==> src/rtl/mem_arbiter.sv <==
// Two-master round-robin arbiter for a valid/ready native memory bus.
// The grant is held for one whole transaction, and a watchdog force-completes a hung slave.
module mem_arbiter #(
    parameter int          TIMEOUT  = 64,
    parameter logic [31:0] ERR_DATA = 32'hDEAD_BEEF
) (
    input  logic        clk,
    input  logic        rst_n,
    input  logic        m0_valid,
    output logic        m0_ready,
    input  logic [31:0] m0_addr,
    input  logic [31:0] m0_wdata,
    input  logic [3:0]  m0_wstrb,
    output logic [31:0] m0_rdata,
    input  logic        m1_valid,
    output logic        m1_ready,
    input  logic [31:0] m1_addr,
    input  logic [31:0] m1_wdata,
    input  logic [3:0]  m1_wstrb,
    output logic [31:0] m1_rdata,
    output logic        s_valid,
    input  logic        s_ready,
    output logic [31:0] s_addr,
    output logic [31:0] s_wdata,
    output logic [3:0]  s_wstrb,
    input  logic [31:0] s_rdata,
    output logic [1:0]  grant,
    output logic        timeout,
    output logic [7:0]  timeout_cnt
);

    localparam int WDOG_W = (TIMEOUT > 0) ? $clog2(TIMEOUT + 1) : 1;
    localparam logic [WDOG_W-1:0] WDOG_LAST = (TIMEOUT > 0) ? WDOG_W'(TIMEOUT - 1) : '0;

    typedef enum logic [1:0] {
        IDLE = 2'd0,
        G0   = 2'd1,
        G1   = 2'd2
    } state_t;

    state_t            state;
    state_t            state_next;
    logic              last;
    logic              last_next;
    logic [WDOG_W-1:0] wdog;
    logic [WDOG_W-1:0] wdog_next;
    logic              owner_valid;
    logic              expire;
    logic              done;
    logic [31:0]       rdata_mux;

    always_ff @(posedge clk or negedge rst_n) begin
        if (!rst_n) begin
            state       <= IDLE;
            last        <= 1'b1;
            wdog        <= '0;
            timeout_cnt <= '0;
        end else begin
            state <= state_next;
            last  <= last_next;
            wdog  <= wdog_next;
            if (expire && timeout_cnt != 8'hFF) begin
                timeout_cnt <= timeout_cnt + 8'd1;
            end
        end
    end

    always_comb begin
        state_next  = state;
        last_next   = last;
        wdog_next   = wdog;
        owner_valid = 1'b0;
        expire      = 1'b0;
        case (state)
            IDLE: begin
                wdog_next = '0;
                // On contention, the master that was not served last wins.
                if (m0_valid && m1_valid) begin
                    state_next = last ? G0 : G1;
                end else if (m0_valid) begin
                    state_next = G0;
                end else if (m1_valid) begin
                    state_next = G1;
                end
            end
            G0, G1: begin
                owner_valid = (state == G0) ? m0_valid : m1_valid;
                if (!owner_valid) begin
                    // Withdrawn request: drop the grant without crediting the master.
                    state_next = IDLE;
                    wdog_next  = '0;
                end else if (s_ready) begin
                    state_next = IDLE;
                    last_next  = (state == G1);
                    wdog_next  = '0;
                end else if (TIMEOUT > 0 && wdog == WDOG_LAST) begin
                    expire     = 1'b1;
                    state_next = IDLE;
                    last_next  = (state == G1);
                    wdog_next  = '0;
                end else if (TIMEOUT > 0) begin
                    wdog_next = wdog + WDOG_W'(1);
                end
            end
            default: state_next = IDLE;
        endcase
    end

    assign done      = owner_valid && (s_ready || expire);
    assign rdata_mux = expire ? ERR_DATA : s_rdata;
    assign s_valid   = owner_valid;
    assign grant     = {state == G1, state == G0};
    assign timeout   = expire;

    always_comb begin
        s_addr  = '0;
        s_wdata = '0;
        s_wstrb = '0;
        case (state)
            G0: begin
                s_addr  = m0_addr;
                s_wdata = m0_wdata;
                s_wstrb = m0_wstrb;
            end
            G1: begin
                s_addr  = m1_addr;
                s_wdata = m1_wdata;
                s_wstrb = m1_wstrb;
            end
            default: ;
        endcase
    end

    assign m0_ready = (state == G0) && done;
    assign m1_ready = (state == G1) && done;
    assign m0_rdata = (state == G0) ? rdata_mux : '0;
    assign m1_rdata = (state == G1) ? rdata_mux : '0;

endmodule
==> config.mk <==
export PLATFORM = sky130hd
export DESIGN_NAME = mem_arbiter
export DESIGN_NICKNAME = d
export VERILOG_FILES = /design/src/rtl/mem_arbiter.sv
export SDC_FILE = /design/constraint.sdc
export NUM_CORES = 1
export LEC_CHECK = 0
export ABC_CLOCK_PERIOD_IN_PS = 2400
export BUFFER_PORTS_ARGS = -buffer_cell sky130_fd_sc_hd__buf_2
export CORE_AREA = 2 2 125 127
export CTS_CLUSTER_DIAMETER = 100
export CTS_CLUSTER_SIZE = 40
export DETAILED_ROUTE_END_ITERATION = 8
export DIE_AREA = 0 0 127 129
export GPL_ROUTABILITY_DRIVEN = 0
export SLEW_MARGIN = 20
export SYNTH_ARGS = -nofsm -noshare
export SYNTH_HDL_FRONTEND = slang
export SYNTH_SLANG_ARGS = --single-unit
==> constraint.sdc <==
create_clock -name clk -period 2.4 [get_ports clk]
set_input_delay 0.72 -clock clk [delete_from_list [all_inputs] [get_ports clk]]
set_output_delay 0.72 -clock clk [all_outputs]
set_load 0.02 [all_outputs]
======== After elaboration in Yosys (flattened, before gate mapping) ========
Index checks and enable logic that the tools add are counted.
word-level totals
  output and inout bits ................... 146
  register bits after elaboration ......... 18
  bits of input ports ..................... 173
  logic and storage cells ................. 50
cells by class
  add/sub/neg operators ................... 2
  reduce and logical (&&, ||, !) cells .... 12
  equal/unequal tests ..................... 6
  muxes and demuxes ....................... 26
operators by type and width
  operator               number
  $pmux W32 S2           2
  $mux W32               3
  $mux W7                3
  $mux W2                7
  $pmux W7 S2            1
  $add A8 B1 Y8 const B  1
  $mux W1                8
  $ne A4 B4 Y1 const B   2
  $ne A8 B8 Y1 const B   1
  $pmux W4 S2            1
  $add A7 B1 Y7 const B  1
  $eq A7 B6 Y1 const B   1
  $logic_and A1 B1 Y1    5
  $pmux W2 S2            1
  $reduce_bool A2 Y1     2
  $reduce_and A3 Y1      1
  $eq A2 B1 Y1 const B   1
  $eq A2 B2 Y1 const B   1
  $logic_not A2 Y1       1
  $reduce_and A2 Y1      1
  $reduce_or A2 Y1       1
  $logic_or A1 B1 Y1     1

======== Depth between registers and ports, before layout ========
  depth after elaboration ................. 8
  gate-level depth with buffers ........... 9
  gate-level depth less buffers ........... 8

======== Worst setup path before layout ========
OpenSTA, ideal clock, no wires.
  path type ............................... flip-flop to output port
  start ................................... register state[1]
  end ..................................... output port m1_rdata[18]
  stages on the path, launching flop included .. 10
  arrival ................................. 1.910 ns
  slack ................................... -0.230 ns
  cell sequence ........................... dfrtp_1 > inv_1 > ha_1 > mux2_4 > and2_1 > buf_6 > nand2_4 > inv_4 > buf_6 > o21a_1
between the ends
  word-level cells in the longest chain between the ends .. 6
RTL lines
  element                 RTL line  source
  from (decl)             41        state_t state;
  from (signal assigned)  59        state <= state_next;
  $eq A2 B1 Y1 *          -
  net grant[0]            27        output logic [1:0] grant,
  $mux W1                 87        owner_valid = (state == G0) ? m0_valid : m1_valid;
  $mux W1                 88        if (!owner_valid) begin
  $mux W1 *               74        case (state)
  net timeout             28        output logic timeout,
  $mux W32 *              110       assign rdata_mux = expire ? ERR_DATA : s_rdata;
  $mux W32 *              137       assign m1_rdata = (state == G1) ? rdata_mux : '0;
  to (decl)               20        output logic [31:0] m1_rdata,
Mark *: on every way through the listed nets, which the timed path passes. The rest lies on a longest branch.

======== Worst setup path after layout ========
  start ................................... register state[0]
  end ..................................... output port m1_rdata[18]
between the ends
  word-level cells in the longest chain between the ends .. 6
RTL lines
  element       RTL line
  $eq A2 B1 Y1  74, 87
  $mux W1       87
  $mux W1       88
  $mux W1       74
  $mux W32      110
  $mux W32 *    137
Every way passes the cells marked *; elsewhere a longest branch is shown, timed or not.

==> metrics.txt <==
Critical Path Source Type=register; final worst setup slack=-0.3478 ns; Worst-Margin Slew=0.4514 ns; Initial Utilization=between 15 and 20%; count of pins over their slew limit=0; unrepaired setup endpoints after global routing=true; crit path DAT=between 2 and 2.5 ns; I/O Buffers=318; Root Buffer=clkbuf_16; Yosys warnings=0; Seq/Total Area, Yosys=17.37%; total CTS buffers=3; synth unique cells=38; global-route wire length before repair=18.86 mm; Critical Path, Cell by Cell=buf_6, ha_4, mux2_4, and2_4, nand2_8, inv_16, o21a_4, buf_2; Synth area leader=a22oi_1; Async SR Flop Fraction=100.0%; Synth Cell Area=between 2000 and 3000 µm²; DRT antenna net count=0; total I/O pin count=roughly 320; status=finished, violations left; Main synth FF type=dfrtp_1; Placement Cell Area=5061 µm²; failing checks=setup timing; highest net fanout along the worst path=25; hold_ws=a little under 0.4 ns; Layout area overhead=124.0%; Setup Skew=approximately 0.0029 ns; FMAX=363.9 MHz; Initial DRC Count=182; Diodes inserted=0; Hold Path Class=input pin to asynchronous set/reset pin; syn_nets=515; TritonCTS clock tree=built; final worst path period need=2.748 ns; CP top delay family=flip-flops; Clock Sinks=18; most frequent cell after synthesis=nor2b_1; Final nets=843; FP Rows=45; die width=127 µm; Setup CP Type=register to output pin; DIE AREA=16380 µm²; DP HPWL=9.364 mm; crit-path max cell delay=roughly 0.4 ns; leakage power=~2.9 nW; slowest cell on the critical path=dfrtp_1; DRC viols=0; Clock Tree Buf Depth=2; VDD IR max=0.3570 mV; # Max-Cap Violations=0; WL per Instance=15.74 µm; EDFF count, synth=0; Synth area leaders=a22oi_1, nor2b_1, dfrtp_1; period utilization=114.5%; Post-Synthesis Cells=roughly 340; Final Hold Fails=0; CTS Hold Bufs=0; Chip Height=129 µm; setup TNS=-26.64 ns; Place WS=-0.3495 ns; Via density=4.603; Worst-Skew Late Latency=0.25 ns; Vias=3917; Reg clk slew, reported paths=0.05 ns; GR Overflow Total=0; Final Total Pwr=5.414 mW; post-route cell area=5824 µm²; proportion of layout cells with a drive suffix above 1=~75%; element type at the critical path end=output pin; final setup fails=between 100 and 150; H-tree depth=1; post-synthesis average cell area=7.738 µm²; largest net degree at the start of global routing=39; Critical Path RT=1.68 ns; WL final=approximately 13 mm; router iterations before antenna repair=4; Buf+Inv Stages, Crit Path=3; Max-slew headroom=69.59%; initial antenna violation count=0; synthesized flop and latch total=18; core area=14980 µm²; vias in the first global route=3622; Total GRT Usage=14.33%; synth cell count leaders=nor2b_1, a22oi_1, o21a_1, clkbuf_1; post-synth top area share=~20%; Pwr per Cell Area=929.5 nW/µm²
[sequential cells by signal, summed over array words and instances, names as in the netlist]
| signal | cells |
|---|---|
| wdog | 7 |
| state | 2 |
| last | 1 |
| timeout_cnt | 8 |
[worst paths after layout]
kind | from | endpoint | slack, ns | cells past startpoint
max | state[0] | m1_rdata[18] | -0.35 | 8
min | rst_n | timeout_cnt[3] | 0.39 | 1
max in group asynchronous | rst_n | last | 1.69 | 1
min in group clk | timeout_cnt[5] | timeout_cnt[5] | 0.50 | 1
max reg2reg | state[0] | timeout_cnt[6] | 0.44 | 9
min reg2reg | timeout_cnt[5] | timeout_cnt[5] | 0.50 | 1
[metrics by stage]
stage | util [%] | std cells
after floorplan | - | 336
after global placement | 33.79 | 832
after detailed placement | 33.79 | 832
after CTS | 38.40 | 850
after global routing | 38.89 | 851
final | 38.89 | 851
[kinds of logic (layout without fill, tap and decap cells)]
logic type,Yosys count,in the layout,share of synthesized area [%]
AOI/OAI and AO/OA,131,131,37.15
adders and majority gates,6,6,2.887
DFF,18,18,17.37
buffers and inverters,41,368,7.892
xor gates and xnor gates,8,8,2.695
and+or+nand+nor,129,129,30.56
muxes,3,3,1.443
[layout by cell type (no fill, tap or decap), types with 3 or more instances in the layout]
master / count
buf_12: 6
a22oi_1: 49
nand2b_1: 3
nor2b_2: 40
dfrtp_1: 17
ha_1: 3
xnor2_1: 3
nand2_1: 9
a21oi_1: 4
a22oi_2: 19
clkbuf_16: 3
nor2b_1: 30
ha_4: 3
o21a_4: 48
o21ai_0: 6
xor2_1: 5
buf_4: 37
nand3_1: 4
buf_2: 277
and2_1: 3
and3_4: 9
buf_6: 28
nor2_1: 9
nand4_1: 3
bufbuf_16: 4
buf_16: 6
and3_1: 7
[worst register-to-register path, cell delays in order, from the launching register on]
cell and delay [ns]:
dfrtp_1 0.40, buf_6 0.13, ha_4 0.15, mux2_4 0.31, and2_4 0.17, nand2_8 0.15, inv_12 0.10, buf_4 0.15
a31oi_1 0.21, a41oi_2 0.06
[timing repair]
item,CTS,global route
pin swaps,7,3
gates resized for setup,92,19
setup buffers,4,2
cloned,10,0
setup endpoints to repair,135,136
[routing by layer]
metal  vias to the layer above  track usage (%)  share of wire [%]
met2                       228            27.80                 52
met5                         -                0                  0
met3                        16            2.037                7.8
li1                       1875                -                  -
met4                         0            1.810                1.4
met1                      1798            17.16                 39
[report_power, final]
part / switching, mW / internal, mW
clock: 0.114 / 0.226
combinational: 2.34 / 2.39
sequential: 0.0158 / 0.333
[final cells by class]
class,count,area (µm²)
clock buffers,4,78.83
fillers,1478,9153
inverters,4,31.28
multi-input cells,277,2601
flip-flops and latches,18,451.7
well taps,188,235.2
repair buffers,359,2410
repair inverters,1,16.27
Power figures use the tool's default switching activity.
